`src/rtl/osc_cmd_pkg.sv`:
```
// rtl/osc_cmd_pkg.sv - shared command codes and dispatcher state encoding
package osc_cmd_pkg;

    // Dispatcher FSM state encoding
    typedef enum logic [1:0] {
        DISP_IDLE   = 2'd0,
        DISP_ACTIVE = 2'd1,
        DISP_DRAIN  = 2'd2
    } disp_state_e;

    // Plain-vector aliases of the state encoding for legacy consumers
    localparam logic [1:0] ST_IDLE   = 2'(DISP_IDLE);
    localparam logic [1:0] ST_ACTIVE = 2'(DISP_ACTIVE);
    localparam logic [1:0] ST_DRAIN  = 2'(DISP_DRAIN);

    // Default command codes of the oscilloscope firmware handlers
    localparam logic [7:0] CMD_TEST        = 8'h11;
    localparam logic [7:0] CMD_SAMPLER     = 8'h21;
    localparam logic [7:0] CMD_SAMPLE_READ = 8'h22;
    localparam logic [7:0] CMD_REPLAYER    = 8'h71;
    localparam logic [7:0] CMD_REPLY_CNT   = 8'h72;

    // Display codes that never select a handler
    localparam logic [7:0] CODE_NONE  = 8'h00;
    localparam logic [7:0] CODE_DRAIN = 8'h01;

    // Reserved codes are shown on the display, so they can never be commands
    function automatic logic is_reserved_code(input logic [7:0] code);
        return (code == CODE_NONE) || (code == CODE_DRAIN);
    endfunction

endpackage

```
`src/rtl/cmd_tx_mux.sv`:
```
// rtl/cmd_tx_mux.sv - registered one-hot mux of handler TX byte/start onto the UART
module cmd_tx_mux #(
    parameter int N_HANDLERS = 4,
    parameter int DATA_W     = 8
) (
    input  logic                         clk_i,
    input  logic                         rst_n_i,
    input  logic                         en_i,
    input  logic [N_HANDLERS-1:0]        sel_i,
    input  logic [N_HANDLERS*DATA_W-1:0] src_data_i,
    input  logic [N_HANDLERS-1:0]        src_start_i,
    output logic [DATA_W-1:0]            tx_data_o,
    output logic                         tx_start_o
);

    logic [DATA_W-1:0] mux_data;
    logic              mux_start;
    logic [DATA_W-1:0] tx_data_d,  tx_data_q;
    logic              tx_start_d, tx_start_q;

    // AND-OR mux: sel_i is one-hot or zero, so OR-ing the enabled lanes is exact
    always_comb begin
        mux_data  = '0;
        mux_start = 1'b0;
        for (int k = 0; k < N_HANDLERS; k++) begin
            if (sel_i[k]) begin
                mux_data  = mux_data | src_data_i[k*DATA_W +: DATA_W];
                mux_start = mux_start | src_start_i[k];
            end
        end
    end

    // Outside the enable window the byte is held and start is forced low
    always_comb begin
        tx_data_d  = en_i ? mux_data : tx_data_q;
        tx_start_d = en_i & mux_start;
    end

    // Output registers
    always_ff @(posedge clk_i or negedge rst_n_i) begin
        if (!rst_n_i) begin
            tx_data_q  <= '0;
            tx_start_q <= 1'b0;
        end else begin
            tx_data_q  <= tx_data_d;
            tx_start_q <= tx_start_d;
        end
    end

    assign tx_data_o  = tx_data_q;
    assign tx_start_o = tx_start_q;

endmodule

```
`src/rtl/cmd_dispatcher.sv`:
```
// rtl/cmd_dispatcher.sv - UART command decoder/dispatcher FSM; watchdog via CMD_DISPATCH_TIMEOUT_EN
module cmd_dispatcher
    import osc_cmd_pkg::*;
#(
    parameter int                      N_HANDLERS     = 4,
    parameter logic [N_HANDLERS*8-1:0] CMD_CODES      = {CMD_REPLY_CNT, CMD_REPLAYER, CMD_SAMPLER, CMD_TEST},
    parameter int                      DATA_W         = 8,
    parameter int                      TIMEOUT_CYCLES = 50_000_000
) (
    input  logic                         clk,
    input  logic                         reset,
    input  logic                         rx_ready,
    input  logic [DATA_W-1:0]            rx_data,
    input  logic                         tx_active,
    input  logic [N_HANDLERS-1:0]        handler_done,
    input  logic [N_HANDLERS*DATA_W-1:0] handler_tx_data,
    input  logic [N_HANDLERS-1:0]        handler_tx_start,
    output logic [N_HANDLERS-1:0]        handler_activate,
    output logic [DATA_W-1:0]            tx_data,
    output logic                         tx_start,
    output logic [7:0]                   state_code,
    output logic                         busy,
    output logic                         err_unknown
`ifdef CMD_DISPATCH_TIMEOUT_EN
    ,
    output logic                         timeout
`endif
);

    localparam int IDX_W = (N_HANDLERS > 1) ? $clog2(N_HANDLERS) : 1;

    logic [1:0]            state_d, state_q;
    logic [N_HANDLERS-1:0] act_d, act_q;
    logic [7:0]            code_d, code_q;
    logic                  busy_d, busy_q;
    logic                  err_d, err_q;

    logic                  hit;
    logic [IDX_W-1:0]      hit_idx;
    logic [7:0]            rx_code;
    logic                  done_sel;

    assign rx_code  = 8'(rx_data);
    assign done_sel = |(handler_done & act_q);

`ifdef CMD_DISPATCH_TIMEOUT_EN
    localparam int WD_W = $clog2(TIMEOUT_CYCLES) + 1;

    logic [WD_W-1:0] wd_d, wd_q;
    logic            wd_hit;
    logic            timeout_d, timeout_q;

    assign wd_hit = (wd_q == WD_W'(TIMEOUT_CYCLES - 1));
`endif

    // Command decode: scan high-to-low so a duplicated code resolves to the lowest index
    always_comb begin
        hit     = 1'b0;
        hit_idx = '0;
        for (int k = N_HANDLERS - 1; k >= 0; k--) begin
            if (rx_data == DATA_W'(CMD_CODES[k*8 +: 8])) begin
                hit     = 1'b1;
                hit_idx = IDX_W'(k);
            end
        end
        if (is_reserved_code(rx_code)) begin
            hit = 1'b0;
        end
    end

    // Dispatcher next-state: IDLE decodes, ACTIVE waits for the owner, DRAIN waits for a quiet UART
    always_comb begin
        state_d = state_q;
        act_d   = act_q;
        code_d  = code_q;
        err_d   = 1'b0;
`ifdef CMD_DISPATCH_TIMEOUT_EN
        timeout_d = 1'b0;
`endif
        case (state_q)
            ST_IDLE: begin
                if (rx_ready) begin
                    if (hit) begin
                        state_d        = ST_ACTIVE;
                        act_d          = '0;
                        act_d[hit_idx] = 1'b1;
                        code_d         = rx_code;
                    end else begin
                        err_d = 1'b1;
                    end
                end
            end
            ST_ACTIVE: begin
                if (done_sel) begin
                    state_d = ST_DRAIN;
                    act_d   = '0;
                    code_d  = CODE_DRAIN;
                end
`ifdef CMD_DISPATCH_TIMEOUT_EN
                else if (wd_hit) begin
                    state_d   = ST_DRAIN;
                    act_d     = '0;
                    code_d    = CODE_DRAIN;
                    timeout_d = 1'b1;
                end
`endif
            end
            ST_DRAIN: begin
                // Bytes arriving here belong to the finished command and are dropped silently
                if (!rx_ready && !tx_active) begin
                    state_d = ST_IDLE;
                    code_d  = CODE_NONE;
                end
            end
            default: begin
                state_d = ST_IDLE;
                act_d   = '0;
                code_d  = CODE_NONE;
            end
        endcase
        busy_d = (state_d != ST_IDLE);
    end

`ifdef CMD_DISPATCH_TIMEOUT_EN
    // Watchdog counts consecutive ACTIVE cycles and restarts from zero on every entry
    always_comb begin
        if (state_q == ST_ACTIVE && state_d == ST_ACTIVE) begin
            wd_d = wd_q + WD_W'(1);
        end else begin
            wd_d = '0;
        end
    end

    // Watchdog registers
    always_ff @(posedge clk or negedge reset) begin
        if (!reset) begin
            wd_q      <= '0;
            timeout_q <= 1'b0;
        end else begin
            wd_q      <= wd_d;
            timeout_q <= timeout_d;
        end
    end

    assign timeout = timeout_q;
`endif

    // FSM and registered status outputs
    always_ff @(posedge clk or negedge reset) begin
        if (!reset) begin
            state_q <= ST_IDLE;
            act_q   <= '0;
            code_q  <= CODE_NONE;
            busy_q  <= 1'b0;
            err_q   <= 1'b0;
        end else begin
            state_q <= state_d;
            act_q   <= act_d;
            code_q  <= code_d;
            busy_q  <= busy_d;
            err_q   <= err_d;
        end
    end

    // The mux samples during every ACTIVE cycle, so a byte started on the
    // handler's final cycle still reaches the UART on the first DRAIN cycle
    cmd_tx_mux #(
        .N_HANDLERS (N_HANDLERS),
        .DATA_W     (DATA_W)
    ) u_tx_mux (
        .clk_i       (clk),
        .rst_n_i     (reset),
        .en_i        (state_q == ST_ACTIVE),
        .sel_i       (act_q),
        .src_data_i  (handler_tx_data),
        .src_start_i (handler_tx_start),
        .tx_data_o   (tx_data),
        .tx_start_o  (tx_start)
    );

    assign handler_activate = act_q;
    assign state_code       = code_q;
    assign busy             = busy_q;
    assign err_unknown      = err_q;

endmodule

```
`config.mk`:
```
export PLATFORM = sky130hd
export DESIGN_NAME = cmd_dispatcher
export DESIGN_NICKNAME = d
export VERILOG_FILES = /design/src/rtl/osc_cmd_pkg.sv /design/src/rtl/cmd_tx_mux.sv /design/src/rtl/cmd_dispatcher.sv
export SDC_FILE = /design/constraint.sdc
export NUM_CORES = 1
export LEC_CHECK = 0
export ABC_AREA = 1
export CAP_MARGIN = 20
export CORE_MARGIN = 5
export CORE_UTILIZATION = 30
export CTS_BUF_LIST = sky130_fd_sc_hd__clkbuf_16
export DETAILED_ROUTE_END_ITERATION = 6
export GPL_TIMING_DRIVEN = 0
export PLACE_DENSITY = 0.75
export SLEW_MARGIN = 30
export SYNTH_ARGS = -nofsm -noshare
export SYNTH_HDL_FRONTEND = slang
export SYNTH_SLANG_ARGS = --single-unit
```
`constraint.sdc`:
```
create_clock -name clk -period 1.3 [get_ports clk]
set_clock_uncertainty 0.2 [all_clocks]
set_input_delay 0.195 -clock clk [delete_from_list [all_inputs] [get_ports clk]]
set_output_delay 0.195 -clock clk [all_outputs]
set_load 0.02 [all_outputs]
```
; ---- After elaboration in Yosys (flattened, before gate mapping)
; Index checks and enable logic that the tools add are counted.
; W data, S select, Z words.
[word_totals]
reg_bits = 25
in_bits = 52
elab_cells = 76
out_inout_bits = 23
[op_classes]
bitwise_logic = 9
reduce_logical = 11
order_cmp = 2
n_mux = 36
n_eq_ne = 11
[op_table]
columns = op, n
row1 = $mux W8, 8
row2 = $or A8 B8 Y8, 3
row3 = $pmux W8 S3, 1
row4 = $eq A8 B7 Y1 const B, 2
row5 = $mux W2, 8
row6 = $mux W1, 13
row7 = $mux W4, 3
row8 = $pmux W4 S3, 1
row9 = $eq A8 B1 Y1 const B, 1
row10 = $eq A8 B5 Y1 const B, 1
row11 = $eq A8 B6 Y1 const B, 1
row12 = $logic_not A8 Y1, 1
row13 = $ne A2 B2 Y1 const B, 4
row14 = $reduce_and A4 Y1, 2
row15 = $pmux W2 S3, 1
row16 = $and A4 B4 Y4, 1
row17 = $reduce_or A4 Y1, 1
row18 = $lt A2 B3 Y1 const B, 1
row19 = $or A1 B1 Y1, 3
row20 = $demux W1 S2, 1
row21 = $eq A2 B1 Y1 const B, 1
row22 = $eq A2 B2 Y1 const B, 1
row23 = $ge A2 B1 Y1 const B, 1
row24 = $logic_and A1 B1 Y1, 2
row25 = other kinds (6), 7

; ---- Depth between registers and ports, before layout
[depth]
depth_word = 12
depth_mapped = 10
mapped_depth_nobuf = 9

; ---- Cells and area by module
; From an unflattened synthesis, not the netlist that was laid out.
[hier_totals]
cells_unflattened = 217
hier_area_um2 = 1561.5
[by_module_without_submodules]
columns = mod, area_per_inst_um2, instances, cells_per_inst, seq_area_each_um2
row1 = cmd_dispatcher, 977.2, 1, 123, 400.4
row2 = cmd_tx_mux, 584.3, 1, 94, 225.2

; ---- Worst setup path before layout
; No wires, ideal clock.
[synth_timing]
path_kind = flip-flop to flip-flop
start = register act_q[3] (netlist: handler_activate[3])
end = register busy_q (netlist: busy)
t_arrival_ps = 1151
slack_ps = -176
path_stages_with_launch = 6
period_less_slack_ps = 1476
required_ps = 976
path_buffers = 0
setup_ps = 124
cell_sequence = dfrtp_1 nand2_1 nand2_1 nor2_2 o22ai_2 or2_1
[synth_between]
elab_chain_len = 5
[synth_lines]
columns = element, line_no
row1 = "start, declared", cmd_dispatcher.sv:33  ; logic [N_HANDLERS-1:0] act_d, act_q;
row2 = "start signal, assigned", cmd_dispatcher.sv:158  ; act_q <= act_d;
row3 = $and A4 B4 Y4, cmd_dispatcher.sv:44  ; assign done_sel = |(handler_done & act_q);
row4 = $reduce_or A4 Y1, cmd_dispatcher.sv:44
row5 = $mux W2, cmd_dispatcher.sv:94  ; if (done_sel) begin
row6 = $pmux W2 S3, cmd_dispatcher.sv:80  ; case (state_q)
row7 = named net state_d[1], cmd_dispatcher.sv:32  ; logic [1:0] state_d, state_q;
row8 = $reduce_bool A2 Y1, cmd_dispatcher.sv:121  ; busy_d = (state_d != ST_IDLE);
row9 = named net busy_d, cmd_dispatcher.sv:35  ; logic busy_d, busy_q;
row10 = "end signal, assigned", cmd_dispatcher.sv:160  ; busy_q <= busy_d;
row11 = "end, declared", cmd_dispatcher.sv:35
; The timed path passes the listed nets, and every way through them passes these cells.
; A chain may end at the register's enable or synchronous reset.

; ---- Final worst setup path
[layout_timing]
start = register state_q[1]
end = register act_q[2] (netlist: handler_activate[2])
[layout_between]
elab_chain_len = 3
elab_cells_between_ends = 9
classes_between = eq/ne: 5 / mux: 1 / bitwise: 1 / reduce/logical: 2
[layout_lines]
columns = element, line_no
row1 = "start, declared", cmd_dispatcher.sv:32
row2 = "start signal, assigned", cmd_dispatcher.sv:157  ; state_q <= state_d;
row3 = $eq A2 B1 Y1 (tied with other cells), cmd_dispatcher.sv:80
row4 = $ne A2 B2 Y1 (no source line) or $not A1 Y1 (tied branches), n/a
row5 = $reduce_and A4 Y1 (no source line), n/a
; Parallel ways exist; a longest one is shown, timed or not.

==> metrics.cfg <==
[status]
status=finished, violations left
violations=negative setup slack

[worst_setup_path]
critPathCaptureType=flip-flop
path_class=reg2reg
worstPathMaxFanout=4
worstSetupStartpoint=state_q[1]
cpPeakStageDelay_ps=460
path_cells=nor2_4, buf_4, nand3_1, nor2_2, nand4_1, nand2_1
slowest_stage=dfrtp_2
start_kind=flip-flop
critPathArrivalTime_ps=1480
required_ps=1290
timing.rr.start=state_q[1]

[timing]
slew_viol_final=0
timing.final.crit_share_pct=113.9
worst_pin_slew_ps=588.7
slew_headroom_pct=60.75
period_needed_ps=1481
timing.setup.tns_ps=-2936
rsz0062_at_grt=true
hold_viol=0
fmax_ghz=0.6751
setup_viol=22
finalWorstSetupSlack_ps=-181.3

[yosys]
synth-edff-count=0
synthFlopType=dfrtp_1
post_synth_instance_area_mm2=0.001510
synth_cells=190
yosys_warnings=0
synth.avg_cell_area_um2=7.948
synthArstFlopShare_pct=100.0
synth.area.top_cells=dfrtp_1, nand2_1, nor2_1
synth_seq_area_share_pct=41.43
synth_top_area_share_pct=41.43
ys_ff_latch=25
yosysTopAreaCell=dfrtp_1
netlist-cell-type-count=28
syn-num-nets=242

[placement]
io_buffers=74
gp_routability_congestion=0.8324
dp.cells=331
dp_hpwl_um=3352

[clocking]
htree_num_levels=1
clockBufferDepth=2
cts-root-buf=clkbuf_16
path_clk_slew_ps=70
clk_latency_ps=260
numCtsBuffers=3
cts_tree=yes
clock_sinks=25

[worst_hold_path]
hp-start=rx_data[6]
hp-class=in2reg

[power]
intPower_mw=2.104
power_density_mw_per_mm2=1306
p_leak_nw=1.227
p_switching_mw=1.301
p_comb_share_pct=45.9
vdd.ir_drop.worst_mv=0.6063
swShare_pct=38.21
p_clk_share_pct=20.4
sequentialPowerShare_pct=33.8

[detailed_routing]
drt_iter0_markers=72
wirelength_um=4700
first_pass_iters=5
drtAntennaViolNets=0
drcViolationCount=0
vias_per_cell=4.634
wl_per_cell_um=13.43
vias=1622

[global_routing]
grt_pass1_wl_um=7148
grt_overflow=0
antenna_found_initial=0
grt_pass1_vias=1595
grt_max_degree=26
grtUsageTotal_pct=14.10

[die]
floorplan.initialDensity_pct=31.35
coreArea_mm2=0.004817
die_h_um=80.95
die_area_mm2=0.006553
num_io_pins=75
rows=25
die_x_um=80.95

[final_layout]
diodes=0
final_util_pct=54.10
drive_gt1_share_pct=36.75
area_delta_synth_final_pct=72.58
final_cells=350
fillCellCount=471
layout.nets=336

[flow_run]
max_cap_violations=0

-- synthesized netlist by cell type (2+ instances only) --
library cell / instances
a21oi_1: 9
a41oi_1: 8
buf_2: 3
dfrtp_1: 25
inv_1: 10
inv_2: 3
nand2_1: 69
nand2_2: 2
nand3_1: 2
nand3_4: 3
nand4_1: 9
nor2_1: 25
nor2_2: 4
nor2_4: 3
nor3_1: 2
-- flip-flops by register name, summed over array words and instances (netlist names) --
name and flops:
u_tx_mux.tx_data_o 8, state_q 2, handler_activate 4, err_unknown 1, u_tx_mux.tx_start_o 1, busy 1
state_code 8
-- layer usage --
layer  part of all wire (%)  track usage (%)
met5                      0                0
met4                    2.1            6.250
met1                     42            15.97
met2                     50            25.12
met3                    6.4            3.215
-- power by group through the flow --
stage	clock [mW]	sequential, mW	combinational [mW]
5_1_grt	0.731	1.18	1.70
6_report	0.694	1.15	1.56
3_3_place_gp	0	1.15	1.60
4_1_cts	0.707	1.14	1.64
3_5_place_dp	0	1.15	1.61
2_1_floorplan	0	1.43	0.564
-- path summary, 6_finish.rpt --
kind	end	slack [ps]	cells after the start
max	handler_activate[2]	-180	6
min	state_code[6]	250	5
max reg2reg	handler_activate[2]	-180	6
min reg2reg	state_code[3]	260	2
max in group asynchronous	handler_activate[1]	190	2
min in group asynchronous	err_unknown	280	2
-- per-stage QoR --
stage                     area (µm²)  worst slack (ps)  power (mW)  hold slack (ps)
after floorplan                 1553            -87.71       1.996           -300.6
after global placement          2377            -634.0       2.745            249.2
after detailed placement        2372            -607.1       2.767            43.88
after CTS                       2639            -137.5       3.489            260.2
after global routing            2606            -239.1       3.612            297.9
final                           2606            -181.3       3.405            252.5
-- worst max-delay path, delay by kind of cell (launching register included) --
kind          cells  cell delay [ps]
buf+inv           1              150
flops             1              460
simple gates      5              600
-- kinds of logic after synthesis --
kind of cell / synth area share, %
DFF: 41.43
buffers and inverters: 7.539
and+or+nand+nor: 39.10
AOI/OAI and AO/OA: 11.93
-- cells in the final DEF (no fill, tap or decap), types with 2 or more instances in the layout --
| cell | count |
|---|---|
| inv_1 | 9 |
| dfrtp_2 | 5 |
| nand3_4 | 3 |
| dfrtp_1 | 20 |
| nand3_1 | 2 |
| nor2_2 | 9 |
| nand4_1 | 9 |
| a41oi_1 | 5 |
| clkdlybuf4s50_1 | 38 |
| dlygate4sd2_1 | 11 |
| buf_8 | 2 |
| clkdlybuf4s15_2 | 5 |
| nor2_4 | 5 |
| nor2_1 | 18 |
| a21oi_2 | 8 |
| nand2_1 | 62 |
| buf_2 | 21 |
| inv_2 | 3 |
| nand2_2 | 9 |
| a41oi_2 | 3 |
| buf_6 | 6 |
| clkbuf_16 | 3 |
| buf_4 | 9 |
-- what timing repair did --
action / CTS / global route
gates resized for setup: 114 / 23
pin swaps: 26 / 5
hold buffers: 1 / 0
hold endpoints to repair: 25 / 0
setup endpoints to repair: 48 / 38
cloned: 1 / 1
buffers inserted: 12 / 0
-- final cells by class --
| type | count | area, µm² | share of cell area [%] |
|---|---|---|---|
| plain buffers | 7 | 72.57 | 2.784 |
| clock buffers | 3 | 75.07 | 2.880 |
| clock inverters | 1 | 5.005 | 0.1920 |
| inverters | 14 | 67.56 | 2.592 |
| multi-input cells | 144 | 879.6 | 33.75 |
| flip-flops and latches | 25 | 631.9 | 24.24 |
| well taps | 67 | 83.83 | 3.217 |
| repair buffers | 88 | 782.0 | 30.00 |
| repair inverters | 1 | 8.758 | 0.3361 |
No activity file was read; power rests on OpenSTA's default activity.
